--- src/rtl/enc_controller.sv ---
// enc_controller: Reed-Solomon encoder beat controller.
//
// Tracks the codeword position of each output beat, tells the formatter how
// many message symbols to pop, and manages the symbol buffer fill level.
//
// Ports
//   clk                 rising-edge clock
//   rst_n               asynchronous active-low reset
//   con_enable          start / continue encoding, sampled at codeword boundaries
//   con_abort           synchronous clear to idle
//   in_valid, in_ready  upstream beat of ENC_SYM_NUM message symbols
//   out_valid, out_ready formatter output beat handshake
//   con_master_counter  codeword index of the first symbol of the current beat
//   buf_request         message symbols popped by the formatter this beat
//   con_buf_level       buffered symbol count
//   con_parity          current beat carries parity symbols
//   con_last            current beat is the final beat of the codeword
module enc_controller #(
    parameter int ENC_SYM_NUM = 8,
    parameter int RS_MES_LEN  = 239,
    parameter int RS_COD_LEN  = 255
) (
    input  logic                             clk,
    input  logic                             rst_n,
    input  logic                             con_enable,
    input  logic                             con_abort,
    input  logic                             in_valid,
    output logic                             in_ready,
    output logic                             out_valid,
    input  logic                             out_ready,
    output logic [$clog2(RS_COD_LEN)-1:0]    con_master_counter,
    output logic [$clog2(ENC_SYM_NUM+1)-1:0] buf_request,
    output logic [$clog2(2*ENC_SYM_NUM)-1:0] con_buf_level,
    output logic                             con_parity,
    output logic                             con_last
);
    localparam int CW = $clog2(RS_COD_LEN);
    localparam int RW = $clog2(ENC_SYM_NUM + 1);
    localparam int LW = $clog2(2 * ENC_SYM_NUM);
    localparam int N  = ENC_SYM_NUM;

    localparam logic [1:0] IDLE = 2'd0;
    localparam logic [1:0] MSG  = 2'd1;
    localparam logic [1:0] PAR  = 2'd2;

    logic [1:0]    state;
    logic [1:0]    state_nx;
    logic          alive;
    logic [31:0]   c_ext;
    logic [31:0]   c_end;
    logic [31:0]   lvl_ext;
    logic [31:0]   req_ext;
    logic          in_fire;
    logic          out_fire;
    logic          last_beat;
    logic [CW-1:0] c_nx;
    logic [LW-1:0] lvl_nx;

    assign c_ext   = 32'(con_master_counter);
    assign c_end   = c_ext + N;
    assign lvl_ext = 32'(con_buf_level);

    // Only the beat that crosses the message/parity boundary pops a partial count.
    assign req_ext = (state == MSG) ? ((c_end > RS_MES_LEN) ? RS_MES_LEN - c_ext : N) : 32'd0;

    assign last_beat   = (state != IDLE) && (c_end >= RS_COD_LEN);
    // alive keeps in_ready low until the first edge after reset release.
    assign in_ready    = alive && (lvl_ext <= N - 1) && !con_abort;
    assign out_valid   = (state != IDLE) && (lvl_ext >= req_ext);
    assign in_fire     = in_valid && in_ready;
    assign out_fire    = out_valid && out_ready;
    assign buf_request = RW'(req_ext);
    assign con_parity  = (state == PAR) || ((state == MSG) && (c_end > RS_MES_LEN));
    assign con_last    = last_beat;

    // A final beat still in MSG leaves exactly like a PAR final beat.
    assign state_nx = (state == IDLE) ? (con_enable ? MSG : IDLE) :
                      !out_fire       ? state :
                      last_beat       ? (con_enable ? MSG : IDLE) :
                      (c_end >= RS_MES_LEN) ? PAR : state;

    assign c_nx   = !out_fire ? con_master_counter :
                    (c_end >= RS_COD_LEN) ? '0 : CW'(c_end);
    assign lvl_nx = LW'(lvl_ext + (in_fire ? N : 0) - (out_fire ? req_ext : 32'd0));

    always_ff @(posedge clk or negedge rst_n) begin
        if (!rst_n) begin
            state              <= IDLE;
            con_master_counter <= '0;
            con_buf_level      <= '0;
            alive              <= 1'b0;
        end else if (con_abort) begin
            state              <= IDLE;
            con_master_counter <= '0;
            con_buf_level      <= '0;
            alive              <= 1'b1;
        end else begin
            state              <= state_nx;
            con_master_counter <= c_nx;
            con_buf_level      <= lvl_nx;
            alive              <= 1'b1;
        end
    end
endmodule

--- config.mk ---
export PLATFORM = sky130hd
export DESIGN_NAME = enc_controller
export DESIGN_NICKNAME = d
export VERILOG_FILES = /design/src/rtl/enc_controller.sv
export SDC_FILE = /design/constraint.sdc
export NUM_CORES = 1
export LEC_CHECK = 0
export CORE_AREA = 4 4 55 57
export CTS_CLUSTER_SIZE = 20
export DETAILED_ROUTE_END_ITERATION = 8
export DIE_AREA = 0 0 59 61
export PLACE_DENSITY_LB_ADDON = 0.2
export SYNTH_ARGS = -nofsm -noshare
export SYNTH_HDL_FRONTEND = slang
export SYNTH_SLANG_ARGS = --single-unit
--- constraint.sdc ---
create_clock -name clk -period 4.4 [get_ports clk]
set_input_delay 0.66 -clock clk [delete_from_list [all_inputs] [get_ports clk]]
set_output_delay 0.66 -clock clk [all_outputs]
set_load 0.1 [all_outputs]
==> impl_metrics.env <==
export IMPL_outcome="complete, no violations"
export IMPL_cp_start_kind="flip-flop"
export IMPL_hold_viol=0
export IMPL_cts_root_buffer="clkbuf_4"
export IMPL_slowest_delay_ps=510
export IMPL_top_layer="met4"
export IMPL_async_flop_share_pct=100
export IMPL_synthFlopType="dfrtp_1"
export IMPL_drv_slew=0
export IMPL_worst_path_buf_inv=1
export IMPL_grt_max_degree=14
export IMPL_synth_area_leaders="dfrtp_1, ha_1, nand2_1"
export IMPL_syn_cell_area_mm2=0.00107
export IMPL_nFillCells=214
export IMPL_gp_congestion=0.881
export IMPL_setup_violations=0
export IMPL_syn_avg_cell_area_um2=8.87
export IMPL_cts_htree_levels=1
export IMPL_yosys_warnings=0
export IMPL_core_mm2=0.00248
export IMPL_cts_hold_buf=0
export IMPL_worstMarginPinSlew_ps=969
export IMPL_synth_edf_count=0
export IMPL_r2r_start="con_master_counter[4]"
export IMPL_grt_remaining_overflow=0
export IMPL_worstPathCellList="ha_4 -> and2_4 -> o2111ai_4 -> nand2_4 -> nand2_4 -> clkinvlp_4 -> ha_4 -> nand2b_4 -> a2111oi_4 -> or3_4 -> nor3_4 -> nand2_1 -> ha_1 -> ha_2 -> fa_2 -> xor2_2 -> xnor2_2 -> a31o_1 -> a21oi_1"
export IMPL_cts_sinks=12
export IMPL_fin_skew_ps=5.13
export IMPL_ys_seq_elements=12
export IMPL_drc=0
export IMPL_initial_core_util_pct=43.3
export IMPL_antenna_left=0
export IMPL_grt_pass1_wl_um=4440
export IMPL_wl_met3_um=173
export IMPL_die_y_um=61
export IMPL_io_pins=26
export IMPL_wl_met2_um=1280
export IMPL_cts_max_path_buffers=2
export IMPL_portBuffers=22
export IMPL_drt_total_wl_um=2750
export IMPL_first_iter_violations=20
export IMPL_relSlewSlack_pct=35.2
export IMPL_netlist_top_cells_count="dfrtp_1, nand2_1, ha_1"
export IMPL_drive_gt1_share_pct=33.6
export IMPL_hpwlAfterDp_um=2050
export IMPL_critical_path_arrival_ps=4380
export IMPL_drtPass1Iterations=4
export IMPL_dpl_worst_slack_ps=135
export IMPL_power_density_mw_per_mm2=205
export IMPL_end_kind="flip-flop"
export IMPL_drt_met1_wl_um=1280
export IMPL_grt_antenna_before_repair=0
export IMPL_holdCritPathClass="reg2reg"
export IMPL_min_from="state[1]"
export IMPL_vdd_ir_drop_worst_v=0.000252
export IMPL_cts_buffers=3
export IMPL_syn_instance_count=121
export IMPL_leakage_nw=0.633
export IMPL_avgRoutedWirePerCell_um=15.3
export IMPL_dieArea_mm2=0.00360
export IMPL_final_nets=169
export IMPL_maxCapViolCount=0
export IMPL_crit_path_max_fanout=5
export IMPL_fmax_mhz=238
export IMPL_num_rows=18
export IMPL_die_x_um=59
export IMPL_worstPathRequired_ps=4590
export IMPL_area_growth_syn_to_layout_pct=42.2
export IMPL_via_per_inst=5.50
export IMPL_clk_pin_slew_ps=70
export IMPL_finalCriticalPeriod_ps=4190
export IMPL_netlist_area_leader_share_pct=28.0
export IMPL_yosysTopAreaCell="dfrtp_1"
export IMPL_diodes=0
export IMPL_grt_usage_pct=16.6
export IMPL_fin_crit_sh_pct=95.3
export IMPL_grt_pass1_vias=939
export IMPL_cp_slowest_cell="dfrtp_4"
export IMPL_dr_total_vias=984
export IMPL_ys_types=48
export IMPL_grt_setup_unrepaired="no"
export IMPL_worst_setup_path_type="reg2reg"
export IMPL_ys_seq_area_share_pct=28.0
export IMPL_crit_family="adder cells"
export IMPL_cts_tree="built"
export IMPL_setup_ws_ps=206
export IMPL_clkLatencyLatePin_ps=270
export IMPL_startpoint="con_master_counter[4]"
export IMPL_fin_setup_tns_ps=0
-- registers in the layout, summed over array words and instances (netlist names) --
name                cells
con_buf_level           4
con_master_counter      5
state                   2
alive                   1
-- per-layer routing --
metal,up-vias,global-route usage (%)
li1,487,-
met1,465,22.2
met2,30,27.4
met3,2,4.89
met4,0,1.94
met5,-,0
-- path summary, 6_finish.rpt --
kind | to | slack (ps) | cells past startpoint
hold reg to reg | state[1] | 610 | 2
max in group asynchronous | con_master_counter[4] | 3200 | 1
hold / removal | state[1] | 610 | 2
min in group asynchronous | con_master_counter[7] | 750 | 1
setup / recovery | con_buf_level[3] | 210 | 19
setup reg to reg | con_buf_level[3] | 210 | 19
-- metrics by stage --
| step | util (%) | cell area (um^2) | std cells | hold slack (ps) | power [mW] |
|---|---|---|---|---|---|
| after floorplan | - | 1220 | 123 | 364 | 0.214 |
| after global placement | 57.4 | 1420 | 169 | 600 | 0.239 |
| after detailed placement | 57.4 | 1420 | 169 | 601 | 0.240 |
| after CTS | 58.3 | 1450 | 172 | 613 | 0.311 |
| after global routing | 61.6 | 1530 | 179 | 659 | 0.331 |
| final | 61.6 | 1530 | 179 | 613 | 0.313 |
-- cell families after synthesis --
kind of cell,share of synthesized area (%)
flops,28.0
xor+xnor,4.78
buf+inv,8.86
simple gates,23.7
mux,0.932
other cells,0.700
fa+ha+maj,14.7
compound gates,18.4
-- placed cells by master, fill, tap and decap left out, types with 2 or more instances in the layout --
master           Yosys  layout
conb_1               2       4
a21oi_1              3       2
nand2_1             12      10
o21ai_1              2       2
nor4_1               4       2
nor2b_1              3       3
inv_1                9       8
ha_4                 0       2
dfrtp_4              0       3
ha_2                 0       2
and3_1               2       2
buf_4                5      17
a31oi_1              3       3
o311ai_1             2       2
nand2_4              0       2
nor2_1              10      10
ha_1                11       7
dfrtp_1             12       8
nand3_1              3       3
nor3b_1              2       2
xor2_2               1       3
clkbuf_4             0       3
clkdlybuf4s50_1      0      15
-- cell type report --
cell class | instances | area, um^2 | area share [%]
clock buffer | 3 | 22.5 | 1.48
inverter | 9 | 37.5 | 2.46
multi-input combinational | 93 | 838 | 54.9
sequential | 12 | 313 | 20.5
tap | 30 | 37.5 | 2.46
timing repair buffer | 32 | 278 | 18.2
-- report_power, final --
part	switching (mW)	leakage, nW	internal (mW)	total (mW)
clock network	0.0371	0.0138	0.0317	0.0688
registers	0.00502	0.156	0.114	0.119
logic	0.0887	0.464	0.0363	0.125
-- worst register-to-register path, cell delays in order (launching register included) --
cell	delay [ps]
dfrtp_4	510
ha_4	170
and2_4	180
o2111ai_4	230
nand2_4	110
nand2_4	120
clkinvlp_4	140
ha_4	280
nand2b_4	120
a2111oi_4	70
or3_4	440
nor3_4	180
nand2_1	100
ha_1	300
ha_2	180
fa_2	350
xor2_2	180
xnor2_2	140
a31o_1	190
a21oi_1	120
-- repair_timing --
| action | in CTS | in global routing |
|---|---|---|
| hold endpoints to repair | 0 | 0 |
| resized for setup | 0 | 4 |
| endpoints found under the setup margin | 0 | 1 |
| setup buffers | 0 | 7 |
Note: power is estimated with default switching activity, not from simulation.
